--- config.mk ---
export PLATFORM = sky130hd
export DESIGN_NAME = recorder_key_ctrl
export DESIGN_NICKNAME = d
export VERILOG_FILES = /design/src/rtl/recorder_key_ctrl.sv
export SDC_FILE = /design/constraint.sdc
export NUM_CORES = 1
export LEC_CHECK = 0
export ABC_AREA = 0
export ABC_CLOCK_PERIOD_IN_PS = 1650
export CORE_MARGIN = 1
export CORE_UTILIZATION = 52
export DETAILED_ROUTE_END_ITERATION = 16
export PLACE_DENSITY = 0.75
export SETUP_SLACK_MARGIN = 0.5
export SLEW_MARGIN = 20
export SYNTH_ARGS = -nofsm -noshare
export SYNTH_HDL_FRONTEND = slang
export SYNTH_SLANG_ARGS = --single-unit
--- constraint.sdc ---
create_clock -name i_clk -period 1.65 [get_ports i_clk]
set_input_delay 0.2475 -clock i_clk [delete_from_list [all_inputs] [get_ports i_clk]]
set_output_delay 0.2475 -clock i_clk [all_outputs]
set_load 0.02 [all_outputs]
--- src/rtl/recorder_key_ctrl.sv ---
// Recorder user-command front end: key sync/debounce, mode FSM, playback speed latch.
// Define RECORDER_KEY_CLEAR_EN to debounce key[3] and let it clear the recording from HOLD.
module recorder_key_ctrl #(
    parameter int unsigned DEB_CYCLES = 500000,
    parameter int unsigned DEB_W      = 20
) (
    input  logic        i_clk,
    input  logic        i_rst_n,
    input  logic [3:0]  i_key,
    input  logic [17:0] i_sw,
    input  logic        i_mem_full,
    input  logic        i_play_done,
    output logic [2:0]  o_state,
    output logic        o_speed_fast,
    output logic [3:0]  o_speed_factor,
    output logic        o_start_rec,
    output logic        o_start_play
);

`ifdef RECORDER_KEY_CLEAR_EN
    localparam int unsigned NKEY = 4;
`else
    localparam int unsigned NKEY = 3;
    logic unused_key_clr;
    assign unused_key_clr = i_key[3];
`endif
    localparam int unsigned SWW = 8;
    localparam logic [DEB_W-1:0] DEB_LAST = DEB_W'(DEB_CYCLES - 1);

    typedef enum logic [2:0] {
        S_IDLE  = 3'd0,
        S_HOLD  = 3'd1,
        S_REC   = 3'd2,
        S_PLAY  = 3'd3,
        S_PAUSE = 3'd4
    } state_e;

    logic unused_sw;
    assign unused_sw = ^{i_sw[16:9], i_sw[1:0]};

    // Two-flop synchronizers; vld_q marks when the sync chain holds real input samples.
    logic [NKEY-1:0] key_s1_q, key_s2_q;
    logic [SWW-1:0]  sw_s1_q, sw_s2_q;
    logic [1:0]      vld_q;

    always_ff @(posedge i_clk or negedge i_rst_n) begin
        if (!i_rst_n) begin
            key_s1_q <= '1;
            key_s2_q <= '1;
            sw_s1_q  <= '0;
            sw_s2_q  <= '0;
            vld_q    <= '0;
        end else begin
            key_s1_q <= i_key[NKEY-1:0];
            key_s2_q <= key_s1_q;
            sw_s1_q  <= {i_sw[17], i_sw[8:2]};
            sw_s2_q  <= sw_s1_q;
            vld_q    <= {vld_q[0], 1'b1};
        end
    end

    // Debounce; a key only arms once seen released, so a key held through reset is ignored.
    logic [NKEY-1:0]  acc_q, acc_d, armed_q, armed_d, press_q, press_d;
    logic [DEB_W-1:0] cnt_q [NKEY];
    logic [DEB_W-1:0] cnt_d [NKEY];

    always_comb begin
        acc_d   = acc_q;
        armed_d = armed_q;
        press_d = '0;
        for (int k = 0; k < NKEY; k++) begin
            cnt_d[k] = '0;
            if (key_s2_q[k] != acc_q[k]) begin
                if (cnt_q[k] == DEB_LAST) begin
                    acc_d[k] = key_s2_q[k];
                end else begin
                    cnt_d[k] = cnt_q[k] + 1'b1;
                end
            end
            if (vld_q[1] && key_s2_q[k]) begin
                armed_d[k] = 1'b1;
            end
            press_d[k] = armed_q[k] & acc_q[k] & ~acc_d[k];
        end
    end

    always_ff @(posedge i_clk or negedge i_rst_n) begin
        if (!i_rst_n) begin
            acc_q   <= '1;
            armed_q <= '0;
            press_q <= '0;
            for (int k = 0; k < NKEY; k++) begin
                cnt_q[k] <= '0;
            end
        end else begin
            acc_q   <= acc_d;
            armed_q <= armed_d;
            press_q <= press_d;
            for (int k = 0; k < NKEY; k++) begin
                cnt_q[k] <= cnt_d[k];
            end
        end
    end

    // Same-cycle presses: stop beats record beats play.
    logic stop_p, rec_p, play_p, clr_p;
    assign stop_p = press_q[2];
    assign rec_p  = press_q[0] & ~press_q[2];
    assign play_p = press_q[1] & ~press_q[2] & ~press_q[0];
`ifdef RECORDER_KEY_CLEAR_EN
    assign clr_p  = press_q[3] & ~press_q[2];
`else
    assign clr_p  = 1'b0;
`endif

    logic [3:0] factor_dec;
    always_comb begin
        factor_dec = 4'd1;
        for (int i = 2; i <= 8; i++) begin
            if (sw_s2_q[i-2]) begin
                factor_dec = 4'(i);
            end
        end
    end

    state_e     state_q, state_d;
    logic       start_rec_q, start_rec_d, start_play_q, start_play_d;
    logic       fast_q, fast_d;
    logic [3:0] factor_q, factor_d;

    always_comb begin
        state_d  = state_q;
        fast_d   = fast_q;
        factor_d = factor_q;
        case (state_q)
            S_IDLE:  if (rec_p) state_d = S_REC;
            S_REC:   if (i_mem_full || stop_p || rec_p) state_d = S_HOLD;
            S_HOLD: begin
                if (play_p)     state_d = S_PLAY;
                else if (rec_p) state_d = S_REC;
                else if (clr_p) state_d = S_IDLE;
            end
            S_PLAY: begin
                if (i_play_done || stop_p) state_d = S_HOLD;
                else if (play_p)           state_d = S_PAUSE;
            end
            S_PAUSE: begin
                if (stop_p)      state_d = S_HOLD;
                else if (play_p) state_d = S_PLAY;
            end
            default: state_d = S_IDLE;
        endcase
        start_rec_d  = (state_d == S_REC) && (state_q != S_REC);
        start_play_d = (state_q == S_HOLD) && (state_d == S_PLAY);
        // Speed follows the switches only while paused and at the moment playback starts.
        if (((state_d == S_PLAY) && (state_q != S_PLAY)) || (state_q == S_PAUSE)) begin
            fast_d   = sw_s2_q[7];
            factor_d = factor_dec;
        end
    end

    always_ff @(posedge i_clk or negedge i_rst_n) begin
        if (!i_rst_n) begin
            state_q      <= S_IDLE;
            start_rec_q  <= 1'b0;
            start_play_q <= 1'b0;
            fast_q       <= 1'b1;
            factor_q     <= 4'd1;
        end else begin
            state_q      <= state_d;
            start_rec_q  <= start_rec_d;
            start_play_q <= start_play_d;
            fast_q       <= fast_d;
            factor_q     <= factor_d;
        end
    end

    assign o_state        = state_q;
    assign o_speed_fast   = fast_q;
    assign o_speed_factor = factor_q;
    assign o_start_rec    = start_rec_q;
    assign o_start_play   = start_play_q;

endmodule

# == Word level (Yosys, flattened, before mapping) ==
# Cells that the tools add are included.
# totals
latchBits,0
reg_bits,103
mem_bits_ro,0
output_inout_bits,10
ram_bits,0
in_bits,26
n_memories,0
wordCells,87
# op_classes
reduce_logical,11
n_mul,0
mux,27
n_lt_le_gt_ge,0
add_sub_neg,3
n_bitwise,14
shifts,0
n_div,0
n_eq_ne,14
# ops
op,count
$mux W20,6
$add A20 B1 Y20 const B,3
$eq A20 B19 Y1 const B,3
$mux W3,8
$mux W4,4
$pmux W3 S5,1
$eq A3 B2 Y1 const B,4
$and A1 B1 Y1,9
$logic_and A1 B1 Y1,6
$mux W1,6
$ne A3 B2 Y1 const B,2
$not A1 Y1,5
$logic_or A1 B1 Y1,4
$mux W2,2
$eq A3 B1 Y1 const B,1
$eq A3 B3 Y1 const B,1
$logic_not A3 Y1,1
$ne A1 B1 Y1,3

# == Logic depth before layout (Yosys ltp) ==
# depth
word_depth,9
depth_mapped,8
depth_no_buf,6

# == Worst setup path after synthesis ==
# OpenSTA, ideal clock, no wires.
# synth_timing
path_kind,register -> register
from,register state_q[2] (netlist: o_state[2])
to,register factor_q[1] (netlist: o_speed_factor[1])
path_buffers,0
period_less_slack_ns,1.749
stages_incl_launch_ff,6
t_arrival_ns,1.624
t_required_ns,1.525
setup_slack_ns,-0.099
cell_sequence,dfrtp_1 > nand2b_1 > nor3_1 > a221oi_2 > o21bai_2 > mux2_2
# synth_via
elab_chain_cells,6
word_cells_on_any_way,17
classes_between,6 x eq/ne; 8 x mux; 3 x reduce/logical
# synth_rtl
element,line_no,source
start: declaration,126,"state_e state_q, state_d;"
start signal: assignment,170,state_q <= state_d;
$mux W3 (on tied branches),"149, 140, 145",
$mux W3 (on tied branches),"148, 139, 144",
$pmux W3 S5,135,case (state_q)
$eq A3 B2 Y1,156,if (((state_d == S_PLAY) && (state_q != S_PLAY)) || (state_q == S_PAUSE)) begin
$logic_and A1 B1 Y1,156,
$logic_or A1 B1 Y1 *,156,
end signal: assignment,174,factor_q <= factor_d;
end: declaration,129,"logic [3:0] factor_q, factor_d;"
# Every way passes the cells marked *; elsewhere a longest branch is shown, timed or not.
# A chain may end at the register's enable or synchronous reset.

# == Worst setup path in the final report ==
# layout_timing
from,register cnt_q[41] (netlist bit)
to,register acc_q[0]
# layout_via
elab_chain_cells,3
# layout_rtl
element,line_no,source
start: declaration,64,logic [DEB_W-1:0] cnt_q [NKEY];
start signal: indexed assignment,100,cnt_q[k] <= cnt_d[k];
$eq A20 B19 Y1,74,if (cnt_q[k] == DEB_LAST) begin
$mux W1,74,
$mux W1,73,if (key_s2_q[k] != acc_q[k]) begin
via acc_d[0],63,"logic [NKEY-1:0] acc_q, acc_d, armed_q, armed_d, press_q, press_d;"
end signal: assignment,89,acc_q <= '1;
end signal: assignment,96,acc_q <= acc_d;
end: declaration,63,
# The timed path passes the listed nets, and every way through them passes these cells.

==> flow_summary.ini <==
[sta]
holdWs_ps = 282
finalWorstSetupSlack_ps = -124
hold_viol = 0
rsz0062_at_grt = yes
fmax_ghz = 0.564
setup_viol = 56
slew_viol_final = 0
skew_ps = 9.33
fin_crit_sh_pct = 107
period_needed_ps = 1770

[floorplan]
rows = 33
die_x_um = 94.7
start_util_pct = 54.1
dieArea_mm2 = 0.00897
dieHeight_um = 94.7
core-area_mm2 = 0.00826
boundaryPins = 36

[grt]
grt_usage_pct = 22.2
grt_max_degree = 43
grt_pass1_wl_um = 15400
grt_pass1_vias = 3392
grt_antenna_before_repair = 0
grt-ovfl-total = 0

[placed_design]
dp_cells = 552
dp_hpwl_um = 5320
gp_congestion = 0.907
place_ws_ps = -187
placed_area_mm2 = 0.00505
port-buffer-count = 24

[route]
dr.first_iter.drc_count = 160
wire_per_inst_um = 18.2
dr_total_vias = 3482
avgViaCountPerCell = 5.67
antenna_left = 0
first_pass_iters = 4
drc = 0
drt_wl_total_um = 11100

[worst_setup_path]
critical_path_class = reg -> reg
worst-endpoint-arrival_ps = 2070
cp_max_fo = 2
cp-end-kind = flop
start_kind = flop
r2r_slack_ps = -120
worstPathRequired_ps = 1950

[yosys]
ys_warn_count = 0
ys_seq_elements = 103
synthTopCellsByArea = dfrtp_1 (51%), xor2_1 (7.1%), nor2_1 (6.7%), dfstp_2 (6.5%), xnor2_1 (4.1%)
postSynthCellCount = 403
synthArstFlopShare_pct = 100
synthFlopType = dfrtp_1
synth.most_common_cell = dfrtp_1
ys_seq_area_share_pct = 58.0
synth_commonest_cells = dfrtp_1 (92), nor2_1 (80), xor2_1 (36), nand3_1 (23), nand2_1 (22)
syn_avg_cell_area_um2 = 11.1
synth_top_area_cell = dfrtp_1
yosysUniqueCellTypes = 44
synth-edff-count = 0
syn_area_mm2 = 0.00447
syn_nets = 432
synth_top_area_share_pct = 51.5

[clocking]
clk_pin_slew_ps = 100
cts_buffers = 9
htree_num_levels = 3
cts-root-buf = clkbuf_8
clk_latency_ps = 360
cts_tree = done
clk_path_buf_depth = 2
cts.sinks = 103

[run_status]
outcome = complete, but fails checks
violations = setup timing

[layout]
antennaDiodeCount = 0
multi_input_area_mm2 = 0.00240
final_cells = 614
drive_gt1_share_pct = 45.0
syn_to_final_growth_pct = 42.9
fin_nets = 533
fin_util_pct = 77.4
register_area_mm2 = 0.00260
nFillCells = 461
design_area_mm2 = 0.00639

[power]
ir_drop_v = 0.000510
total_leakage_power_nw = 2.61
power.density_mw_per_mm2 = 729

[flow_run]
cap_viol_max_count = 0

[hold_path]
hp-class = in -> reg
-- report_power, final --
| group | total (mW) | internal [mW] | switching, mW | leakage [nW] |
|---|---|---|---|---|
| Sequential | 2.64 | 2.59 | 0.0455 | 1.32 |
| Combinational | 0.416 | 0.203 | 0.213 | 1.20 |
| Clock | 1.61 | 0.716 | 0.891 | 0.0948 |
-- state kept, by name (all words and copies together), names as in the netlist --
register and flops:
acc_q 3, armed_q 3, cnt_q 60, key_s1_q 3
key_s2_q 3, o_speed_factor 4, o_speed_fast 1, o_start_play 1
o_start_rec 1, o_state 3, press_q 3, sw_s1_q 8
sw_s2_q 8, vld_q 2
-- cell families after synthesis --
logic type	Yosys count	share of synthesized area, %
AND/OR/NAND/NOR	197	22.9
AO/OA/AOI/OAI	16	2.55
other	1	0.0839
buffers and inverters	17	2.30
XOR/XNOR	57	11.2
multiplexers	9	2.24
adder cells (fa/ha/maj)	3	0.840
flip-flops	103	58.0
-- worst max-delay path, cell delays in order (launching register included) --
cell     delay [ps]
dfrtp_1         370
ha_2            190
nand4_1         160
nor4_2          260
nand4_1         240
buf_4           210
mux2_4          290
-- through the flow --
step | TNS [ps] | power, mW
final | -2830 | 4.66
after floorplan | 0 | 2.78
after global placement | -461 | 2.92
after detailed placement | -855 | 2.93
after global routing | -7010 | 4.82
after CTS | -0.779 | 4.59
-- cells in the final DEF, fill, tap and decap left out, types with 3 or more instances in the layout --
master | synthesis | layout
a21o_1 | 3 | 3
a21oi_1 | 5 | 4
and3_1 | 9 | 9
buf_12 | 1 | 4
buf_4 | 4 | 44
buf_6 | 1 | 26
buf_8 | 0 | 3
clkbuf_16 | 0 | 4
clkbuf_8 | 0 | 9
clkdlybuf4s50_1 | 0 | 13
dfrtp_1 | 92 | 85
dfrtp_2 | 0 | 7
dfstp_2 | 11 | 11
ha_2 | 0 | 3
inv_1 | 11 | 9
mux2_4 | 0 | 8
nand2_1 | 22 | 21
nand2b_4 | 1 | 3
nand3_1 | 23 | 19
nand3_2 | 0 | 3
nand4_1 | 17 | 17
nor2_1 | 80 | 25
nor2_2 | 0 | 19
nor2_4 | 0 | 36
nor3_2 | 4 | 5
nor3_4 | 0 | 4
nor4_1 | 7 | 3
nor4_2 | 0 | 3
or2_4 | 0 | 3
xnor2_1 | 21 | 20
xor2_1 | 36 | 29
xor2_2 | 0 | 7
-- repair_timing --
item                                    4_1_cts  5_1_grt
endpoints found under the setup margin       79       82
gates resized for setup                     149       79
buffers inserted                             20       17
pin swaps                                    18       29
hold endpoints to repair                     20        0
cloned                                        3        5
hold buffers                                  1        0
-- path summary, 6_finish.rpt --
| path | from | end | cells after the start |
|---|---|---|---|
| worst max-delay path | cnt_q[41]$_DFF_PN0_ | acc_q[0]$_DFF_PN1_ | 6 |
| max in group asynchronous | i_rst_n | key_s1_q[2]$_DFF_PN1_ | 3 |
| min in group asynchronous | i_rst_n | cnt_q[35]$_DFF_PN0_ | 2 |
| worst max register to register | cnt_q[41]$_DFF_PN0_ | acc_q[0]$_DFF_PN1_ | 6 |
| worst min register to register | key_s1_q[0]$_DFF_PN1_ | key_s2_q[0]$_DFF_PN1_ | 0 |
| worst min-delay path | i_key[1] | key_s1_q[1]$_DFF_PN1_ | 1 |
-- per-layer routing --
| metal | track usage (%) | share of wire, % |
|---|---|---|
| met1 | 25.9 | 40 |
| met5 | 0 | 0 |
| met2 | 40.3 | 53 |
| met3 | 5.15 | 3.8 |
| met4 | 6.94 | 2.8 |
-- cell type report --
cell class	instances	share of cell area, %
clock buffer	10	2.00
clock inverter	6	1.10
multi-input combinational	283	37.6
inverter	11	0.646
sequential	103	40.7
timing repair buffer	96	15.9
tap	105	2.06
Note: power is estimated with default switching activity, not from simulation.
